$ cat src/rtl/captura_jogada_pkg.sv
// Shared definitions for the play-capture block: FSM state codes and
// the debounce lengths used for the real board and for simulation.
package captura_jogada_pkg;

  // 1 ms at 50 MHz on the board; a short filter keeps simulations fast
  localparam int DEBOUNCE_SINTESE = 50000;
  localparam int DEBOUNCE_SIM     = 4;

  typedef enum logic [2:0] {
    OCIOSO          = 3'd0,
    FILTRA_PRESSAO  = 3'd1,
    AVALIA          = 3'd2,
    REGISTRA        = 3'd3,
    AGUARDA_SOLTURA = 3'd4,
    FILTRA_SOLTURA  = 3'd5,
    INVALIDA        = 3'd6
  } estado_t;

endpackage

$ cat src/rtl/captura_jogada_sincronizador_2ff.sv
// Two-flop synchronizer bringing asynchronous levels into the clock domain.
module sincronizador_2ff #(
  parameter int WIDTH = 1
) (
  input  logic             clock,
  input  logic             reset,
  input  logic [WIDTH-1:0] d,
  output logic [WIDTH-1:0] q
);

  logic [WIDTH-1:0] meta;

  // First stage may go metastable; second stage gives it a full cycle to settle
  always_ff @(posedge clock or negedge reset) begin
    if (!reset) begin
      meta <= '0;
      q    <= '0;
    end else begin
      meta <= d;
      q    <= meta;
    end
  end

endmodule

$ cat src/rtl/captura_jogada.sv
// Turns raw push-buttons into clean single-cycle play events: synchronize,
// debounce the press, accept only one-hot codes, then debounce the release.
module captura_jogada
  import captura_jogada_pkg::*;
#(
  parameter int N_BOTOES        = 4,
  parameter int DEBOUNCE_CICLOS = DEBOUNCE_SINTESE,
  parameter int W_CONT          = 16
) (
  input  logic                clock,
  input  logic                reset,
  input  logic                habilita,
  input  logic                zera,
  input  logic [N_BOTOES-1:0] botoes,
  output logic                jogada_feita,
  output logic [N_BOTOES-1:0] jogada,
  output logic                jogada_invalida,
  output logic                db_tem_jogada,
  output logic [3:0]          db_estado
);

  localparam logic [W_CONT-1:0] CONT_FIM = W_CONT'(DEBOUNCE_CICLOS - 1);

  logic [N_BOTOES-1:0] b_sync;
  logic [N_BOTOES-1:0] b_amostra;
  logic [N_BOTOES-1:0] jogada_reg;
  logic [W_CONT-1:0]   cont;
  logic                carrega;
  logic                conta;
  estado_t             estado;
  estado_t             proximo;

  sincronizador_2ff #(.WIDTH(N_BOTOES)) u_sinc (
    .clock (clock),
    .reset (reset),
    .d     (botoes),
    .q     (b_sync)
  );

  // Sample register plus saturating stability counter; a fresh sample restarts the count
  always_ff @(posedge clock or negedge reset) begin
    if (!reset) begin
      b_amostra <= '0;
      cont      <= '0;
    end else if (carrega) begin
      b_amostra <= b_sync;
      cont      <= '0;
    end else if (conta && (cont != '1)) begin
      cont <= cont + 1'b1;
    end
  end

  // State register
  always_ff @(posedge clock or negedge reset) begin
    if (!reset) begin
      estado <= OCIOSO;
    end else begin
      estado <= proximo;
    end
  end

  // Next-state logic and sample/counter control; abort paths take priority over the count
  always_comb begin
    proximo = estado;
    carrega = 1'b0;
    conta   = 1'b0;
    case (estado)
      OCIOSO: begin
        if ((b_sync != '0) && habilita) begin
          proximo = FILTRA_PRESSAO;
          carrega = 1'b1;
        end
      end
      FILTRA_PRESSAO: begin
        conta = 1'b1;
        if ((b_sync == '0) || !habilita) begin
          proximo = OCIOSO;
        end else if (b_sync != b_amostra) begin
          carrega = 1'b1;
        end else if (cont == CONT_FIM) begin
          proximo = AVALIA;
        end
      end
      AVALIA: begin
        proximo = $onehot(b_amostra) ? REGISTRA : INVALIDA;
      end
      REGISTRA: begin
        proximo = AGUARDA_SOLTURA;
      end
      INVALIDA: begin
        proximo = AGUARDA_SOLTURA;
      end
      AGUARDA_SOLTURA: begin
        if (b_sync == '0) begin
          proximo = FILTRA_SOLTURA;
          carrega = 1'b1;
        end
      end
      FILTRA_SOLTURA: begin
        conta = 1'b1;
        if (b_sync != '0) begin
          proximo = AGUARDA_SOLTURA;
          carrega = 1'b1;
        end else if (cont == CONT_FIM) begin
          proximo = OCIOSO;
        end
      end
      default: begin
        proximo = OCIOSO;
      end
    endcase
  end

  // Play register: loads on the edge leaving REGISTRA, which also beats a simultaneous clear
  always_ff @(posedge clock or negedge reset) begin
    if (!reset) begin
      jogada_reg <= '0;
    end else if (estado == REGISTRA) begin
      jogada_reg <= b_amostra;
    end else if (zera) begin
      jogada_reg <= '0;
    end
  end

  // During REGISTRA the sample is shown directly so the pulse and its code appear together
  always_comb begin
    jogada_feita    = (estado == REGISTRA);
    jogada_invalida = (estado == INVALIDA);
    jogada          = jogada_feita ? b_amostra : jogada_reg;
    db_tem_jogada   = |b_sync;
    db_estado       = {1'b0, estado};
  end

endmodule

$ cat config.mk
export PLATFORM = sky130hd
export DESIGN_NAME = captura_jogada
export DESIGN_NICKNAME = d
export VERILOG_FILES = /design/src/rtl/captura_jogada_pkg.sv /design/src/rtl/captura_jogada_sincronizador_2ff.sv /design/src/rtl/captura_jogada.sv
export SDC_FILE = /design/constraint.sdc
export NUM_CORES = 1
export LEC_CHECK = 0
export BUFFER_PORTS_ARGS = -buffer_cell sky130_fd_sc_hd__buf_2
export CAP_MARGIN = 20
export CORE_AREA = 2 2 70 59
export DETAILED_ROUTE_END_ITERATION = 10
export DIE_AREA = 0 0 72 61
export PLACE_DENSITY = 0.7
export SETUP_SLACK_MARGIN = 0.4
export SYNTH_ARGS = -nofsm -noshare
export SYNTH_HDL_FRONTEND = slang
export SYNTH_SLANG_ARGS = --single-unit
export TNS_END_PERCENT = 20
$ cat constraint.sdc
create_clock -name clock -period 2.04 [get_ports clock]
set_clock_uncertainty 0.15 [all_clocks]
set_input_delay 0.612 -clock clock [delete_from_list [all_inputs] [get_ports clock]]
set_output_delay 0.612 -clock clock [all_outputs]
set_load 0.05 [all_outputs]
==> results list, run 1 <==
* Status: complete, but fails checks
* Failing checks: negative setup slack
- In this run the vertical extent of the chip is 61 µm.
- The final count of hold timing violations was 0.
- Via count: 1486
- At the later pin of the worst-skew pair, clock insertion delay measures 0.30 ns.
- Worst path cell trace: nor2b_4 > and2_4 > buf_8 > mux2_4 > buf_8
* Wire length of the first global-routing pass: 6570 µm
* Number of top-level pins: 19
* FP Rows: 20
- Most instantiated cells after synthesis: 35 x sky130_fd_sc_hd__dfrtp_1, 24 x sky130_fd_sc_hd__nor2_1, 15 x sky130_fd_sc_hd__xnor2_1
- The synthesized netlist contains 44 unique library cells.
* Worst setup timing slack at the placement stage: -0.155 ns
- Number of flip-flops under the largest register name: 16
- In this run the worst hold path is classified as in2async.
- In this run the worst path has a maximum fanout of 8.
- In the synthesized netlist, the number of instances is 173.
- In the global route stage, overall resource usage came out at 20.5%.
* GPL Wtd Cong: 0.866
- The number of nets in the synthesized netlist is 185.
* Placed instance area: 2120 µm²
* Number of enable flip-flop cells after synthesis: 0
- Across the VDD grid, the largest voltage drop is 0.787 mV.
* Net count reported at finish: 235
* Count of endpoints failing setup in the final report: 9
- In this run the deepest clock path goes through 2 buffers.
- Startpoint-to-endpoint class of the critical path: reg2out
- The root buffer cell chosen for the clock tree is sky130_fd_sc_hd__clkbuf_8.
- Number of antenna violations at the first check in global routing: 0
* Filler-free cell count of the finished design: 268
- Summed over all cells, the static leakage comes to 1.07 nW.
* Total power density per cell area: 1220 nW/µm²
* Antenna diode count: 0
- Sum of routed wire length over all layers: 4160 µm
- Area contributors post-synth: sky130_fd_sc_hd__dfrtp_1 48%, sky130_fd_sc_hd__xnor2_1 7.2%, sky130_fd_sc_hd__nor2_1 4.9%
- For this run, the number of Yosys warnings is 0.
- Fraction of post-synthesis cell area in the top cell type by area: 47.7%
- After clock tree synthesis, the flow added hold-fix buffers numbering 0.
- Each instance of the synthesized netlist takes up on average 10.6 µm².
- Final worst slack: -0.293 ns
- For this run, the register share of the synthesized area comes to 47.7%.
* Final routed DRC violation total: 0
- In this design, the critical path's most frequently occurring cell is sky130_fd_sc_hd__buf_8.
- Cell accounting for the most synthesized area: sky130_fd_sc_hd__dfrtp_1
- After clock tree synthesis, the clock-pin slew on the worst setup and hold paths is 0.08 ns.
- Maximum achievable frequency: 429 MHz
- STA classifies the critical path startpoint as a flip-flop.
- Final-report max-slew violation count: 0
- Via-per-instance ratio: 5.54
* TritonCTS clock tree: built
- CTS Buf Count: 5
* Non-Filler Cell Area, Final: 2480 µm²
- Counting flops per register, the top entry is cont.
- Crit path DAT: 1.57 ns
* Total Power Consumption: 3.04 mW
- Counting flops and latches in the post-synthesis netlist gives 35.
- Fill cell total of the finished layout: 278
* CP Capture Type: output port
* Detailed router's first-iteration violation count: 74
- Max_cap viols: 0
- After layout, the minimum clock period comes to 2.33 ns.
- Count of buffers inserted at the top-level ports: 17
- HPWL Detailed: 2780 µm
- At the worst endpoint, the required time is 1.28 ns.
- Counting tap cells, the placed design contains a total of 250 instances.
* Syn-to-layout area delta: 35.1%
* Smallest hold slack: 0.109 ns
- Starting density of the core: 49.9%
- Final setup TNS: -1.54 ns
- Core Box Area: 3680 µm²
- Pin count of the biggest net entering global routing: 22
- Wire length per cell: 15.5 µm
- Via count of the first global-routing pass: 1378
* Ratio of cells with drive above 1 in the final layout: 42.0%
- RSZ-0062 raised after global routing: true
- Total congestion overflow after global routing: 0
* FFs w/ async S/R, synth: 100%
* CP max-delay cell: sky130_fd_sc_hd__dfrtp_2
- Total die area: 4390 µm²
* Ratio of final minimum period to clock period: 114%
* Dominant cell by count in the synthesized netlist: sky130_fd_sc_hd__dfrtp_1
- Count of nets left with antenna violations after detail routing: 0
- CTS H-tree lvls: 2
* Synth Cell Area: 1840 µm²
* Final core utilization: 67.5%
* Largest stage delay on the critical path: 0.43 ns
* CTS sink cnt: 35
- For this run, the leading register cell type out of synthesis is sky130_fd_sc_hd__dfrtp_1.
* Detailed-routing iteration count for the pre-antenna-repair pass: 4
- Horiz. Die Dim: 72 µm
where the power goes:
part           leakage, nW  internal, mW  total (mW)  switching, mW
combinational        0.563         0.715        1.51          0.792
sequential           0.452         0.799       0.887         0.0873
clock               0.0548         0.368       0.645          0.278
per-layer routing:
| metal | GRT usage [%] | routed length (µm) | vias to the layer above |
|---|---|---|---|
| met5 | 0 | 0 | - |
| met4 | 8.09 | 61 | 0 |
| met3 | 6.15 | 177 | 8 |
| met2 | 33.7 | 2050 | 34 |
| met1 | 25.9 | 1870 | 730 |
| li1 | - | - | 714 |
cell families (layout without fill, tap and decap cells):
kind of cell,count (synthesis),count (layout),synth area share (%)
XOR/XNOR,18,18,8.58
AO/OA/AOI/OAI,12,12,5.18
other,1,1,0.204
multiplexers,9,9,6.06
AND/OR/NAND/NOR,81,81,25.4
flip-flops,35,35,47.7
buffers and inverters,13,64,3.75
adder cells (fa/ha/maj),4,4,3.13
worst max-delay path, delay by kind of cell, from the launching register on:
kind / cells / cell delay, ns
and+or+nand+nor: 2 / 0.27
DFF: 1 / 0.43
buffers and inverters: 2 / 0.27
muxes: 1 / 0.31
what timing repair did:
action | 4_1_cts | 5_1_grt
endpoints found under the setup margin | 33 | 33
gates resized for setup | 36 | 11
setup buffers | 5 | 5
pin swaps | 13 | 8
worst paths after layout:
path                                start  slack, ns  cells after the start       endpoint
max                             estado[2]      -0.29                      5      jogada[2]
min                                 reset       0.11                      1        cont[4]
max reg2reg                  b_amostra[3]      -0.11                     10      estado[0]
min reg2reg                u_sinc.meta[0]       0.21                      0    u_sinc.q[0]
max in group asynchronous           reset       1.11                      2  jogada_reg[2]
min in group clock         u_sinc.meta[0]       0.21                      0    u_sinc.q[0]
area by class of cell:
cell class	count	area [µm²]	area share [%]
clock buffer	5	68.8	2.77
tap	44	55.1	2.22
timing repair buffer	49	408	16.4
sequential	35	880	35.4
inverter	7	28.8	1.16
multi-input combinational	125	996	40.1
clock inverter	3	46.3	1.86
cell usage in the layout (no fill, tap or decap), types with 2 or more instances in the layout:
cell type and count:
sky130_fd_sc_hd__buf_4 30, sky130_fd_sc_hd__nand3_2 2, sky130_fd_sc_hd__buf_8 5, sky130_fd_sc_hd__dfrtp_2 3, sky130_fd_sc_hd__or3_1 2, sky130_fd_sc_hd__buf_6 6
sky130_fd_sc_hd__nand3_1 6, sky130_fd_sc_hd__xor2_1 3, sky130_fd_sc_hd__dfrtp_1 32, sky130_fd_sc_hd__a22o_1 5, sky130_fd_sc_hd__nor4_1 4, sky130_fd_sc_hd__inv_2 2
sky130_fd_sc_hd__xnor2_1 15, sky130_fd_sc_hd__nor2_1 23, sky130_fd_sc_hd__ha_2 2, sky130_fd_sc_hd__or2_1 2, sky130_fd_sc_hd__mux2_4 8, sky130_fd_sc_hd__nor4_2 4
sky130_fd_sc_hd__inv_1 4, sky130_fd_sc_hd__nand4_1 7, sky130_fd_sc_hd__buf_2 8, sky130_fd_sc_hd__nand2_1 10, sky130_fd_sc_hd__clkbuf_8 5, sky130_fd_sc_hd__nor3_1 4
sky130_fd_sc_hd__a21oi_1 2
No activity file was read; power rests on OpenSTA's default activity.
==> run 2, diff against run 1 <==
Settings changed: CORE_AREA 2 2 70 59 to 2 2 63 65, DIE_AREA 0 0 72 61 to 0 0 65 67.
==> results list, run 2 (same netlist as run 1, synthesis figures left out) <==
* Most common cell after layout, fill and taps aside: sky130_fd_sc_hd__dfrtp_1 (unchanged)
- The path depth of the worst reg2reg path was 10 (unchanged).
- The startpoint of the most critical setup path is estado[1] (was estado[2]).
- Hold Violations, Final: 0 (unchanged)
- Detailed-routing iteration count for the pre-antenna-repair pass: 5 (was 4)
* Sequential cell area: 880 µm² (unchanged)
* Die height: 67 µm (was 61 µm)
- The final net count was 230 (was 235).
- CP Capture Type: output port (unchanged)
- Via count: 1460 (was 1486)
- Static power due to leakage: 1.05 nW (was 1.07 nW)
- The area added between synthesis and finish was 34.5% (was 35.1%).
- The clock tree buffer depth came to 2 (unchanged).
- Fill cell total of the finished layout: 270 (was 278)
- Total congestion overflow after global routing: 0 (unchanged)
* Wire length per cell: 15.9 µm (was 15.5 µm)
* Number of flip-flops under the largest register name: 16 (unchanged)
- Placed instance area: 2110 µm² (was 2120 µm²)
- Crit path DAT: 1.56 ns (was 1.57 ns)
* Final core utilization: 68.5% (was 67.5%)
- The violation count after the first detailed-routing iteration came to 71 (was 74).
- Ratio of final minimum period to clock period: 114% (about the same)
* Smallest hold slack: 0.0647 ns (was 0.109 ns)
- GPL Wtd Cong: 0.836 (was 0.866)
* Filler-free cell count of the finished design: 267 (was 268)
- Maximum fanout count along the critical path: 7 (was 8)
* CTS H-tree lvls: 2 (unchanged)
- Source-to-sink clock delay at the later pin of the worst-skew pair: 0.30 ns (about the same)
- Worst r2r dst: estado[0] (unchanged)
- Antenna diode count: 0 (unchanged)
- Most frequent cells in the layout: 32 x sky130_fd_sc_hd__dfrtp_1, 25 x sky130_fd_sc_hd__buf_4, 22 x sky130_fd_sc_hd__nor2_1 (was 32 x sky130_fd_sc_hd__dfrtp_1, 30 x sky130_fd_sc_hd__buf_4, 23 x sky130_fd_sc_hd__nor2_1)
- The area of combinational cells with multiple inputs is 1000 µm² (was 996 µm²).
* Inst Count DP: 251 (was 250)
* Total die area: 4360 µm² (was 4390 µm²)
* Horiz. Die Dim: 65 µm (was 72 µm)
- The count of input and output buffers came to 17 (unchanged).
- The row count came to 22 (was 20).
- Worst setup timing slack at the placement stage: -0.122 ns (was -0.155 ns)
* Count of endpoints failing setup in the final report: 9 (unchanged)
- The I/O pin total is 19 (unchanged).
- The clock tree root buffer cell is sky130_fd_sc_hd__clkbuf_8 (unchanged).
- The overall track demand over capacity in global routing is 21.3% (was 20.5%).
* RSZ-0062 raised after global routing: true (unchanged)
- Ratio of cells with drive above 1 in the final layout: 40.2% (was 42.0%)
* Startpoint-to-endpoint class of the critical path: reg2out (unchanged)
- Wire length of the first global-routing pass: 6760 µm (was 6570 µm)
- Maximum resistive drop on vdd: 0.506 mV (was 0.787 mV)
- Pin count of the biggest net entering global routing: 17 (was 22)
- Starting density of the core: 50.9% (was 49.9%)
- Minimum setup slack among reg-to-reg paths: -0.11 ns (about the same)
- CTS Buf Count: 5 (unchanged)
- The achievable frequency was 430 MHz (was 429 MHz).
- Worst Setup Start Kind: flip-flop (unchanged)
- Max_cap viols: 0 (unchanged)
- Number of antenna violations at the first check in global routing: 0 (unchanged)
- The clock-pin transition on the worst setup and hold timing paths is 0.07 ns (was 0.08 ns).
* Crit path to: jogada[1] (was jogada[2])
* Non-Filler Cell Area, Final: 2470 µm² (was 2480 µm²)
- The CTS tree was built (unchanged).
* Status: complete, but fails checks (unchanged)
- The post-detailed-route count of antenna-violating nets came to 0 (unchanged).
- The top register by number of flip-flops is cont (unchanged).
- The worst flop-to-flop path startpoint is b_amostra[3] (unchanged).
- Type of the most critical hold path: in2async (unchanged)
* Core Box Area: 3610 µm² (was 3680 µm²)
* HPWL Detailed: 2870 µm (was 2780 µm)
* Final-report max-slew violation count: 0 (unchanged)
- Failing checks: negative setup slack (unchanged)
- The total power per unit cell area came to 1190 nW/µm² (was 1220 nW/µm²).
* Final worst slack: -0.285 ns (was -0.293 ns)
- Final routed DRC violation total: 0 (unchanged)
- The final period demand of the worst path was 2.32 ns (was 2.33 ns).
- The total routed wirelength came to 4260 µm (was 4160 µm).
- Via count of the first global-routing pass: 1440 (was 1378)
* Via-per-instance ratio: 5.47 (was 5.54)
- CTS sink cnt: 35 (unchanged)
* Data required time at the worst endpoint: 1.28 ns (about the same)
[run 2: cell count changes in the layout (fill, tap and decap cells not counted), sizes merged]
cell,change
buf,-5
bufinv,+1
clkbuf,+1
clkinvlp,-1
inv,-1
[run 2: metrics by stage]
| step | setup TNS (ns) | power (mW) |
|---|---|---|
| 2_1_floorplan | -1.30 | 1.72 |
| 3_3_place_gp | -0.429 | 1.95 |
| 3_5_place_dp | -0.595 | 1.99 |
| 4_1_cts | -1.32 | 2.87 |
| 5_1_grt | -1.81 | 3.12 |
| 6_report | -1.39 | 2.94 |
[run 2: worst max-delay path: stages (launching register included)]
cell and delay (ns):
sky130_fd_sc_hd__dfrtp_2 0.41, sky130_fd_sc_hd__nor2b_4 0.13, sky130_fd_sc_hd__and2_4 0.16, sky130_fd_sc_hd__buf_12 0.13, sky130_fd_sc_hd__mux2_4 0.30, sky130_fd_sc_hd__buf_8 0.15
[run 2: worst min path at each step]
stage	start	to	slack [ns]	depth (start not counted)
3_3_place_gp	u_sinc.meta[1]	u_sinc.q[1]	0.18	0
5_1_grt	reset	cont[2]	0.08	1
2_1_floorplan	reset	b_amostra[0]	0.17	0
6_report	reset	cont[2]	0.06	1
4_1_cts	reset	cont[2]	0.07	1
3_5_place_dp	u_sinc.meta[0]	u_sinc.q[0]	0.19	0
[run 2: routing by layer]
layer  vias up  wire [µm]  part of all wire, %  GRT usage [%]
met5         -          0                    0              0
met4         0         71                  1.7           7.98
met3         9        229                  5.4           5.57
met2        40       2150                   50           36.7
met1       714       1810                   42           25.4
li1        697          -                    -              -
[run 2: where the power goes]
| group | internal (mW) | switching [mW] | total [mW] |
|---|---|---|---|
| registers | 0.800 | 0.0901 | 0.890 |
| logic | 0.587 | 0.724 | 1.31 |
| clock network | 0.488 | 0.252 | 0.740 |
| total | 1.88 | 1.07 | 2.94 |
[run 2: final cells by class]
class / instances / share of cell area (%)
Clock buffer: 6 / 2.94
Clock inverter: 2 / 2.43
Inverter: 7 / 1.16
Multi-Input combinational cell: 125 / 40.7
Sequential cell: 35 / 35.6
Tap cell: 48 / 2.43
Timing Repair Buffer: 44 / 14.8
[run 2: timing repair]
action / 4_1_cts / 5_1_grt
hold buffers: 0 / 0
gates resized for setup: 35 / 6
endpoints found under the hold margin: 0 / 0
setup endpoints to repair: 33 / 34
buffers inserted: 7 / 1
pin swaps: 9 / 5
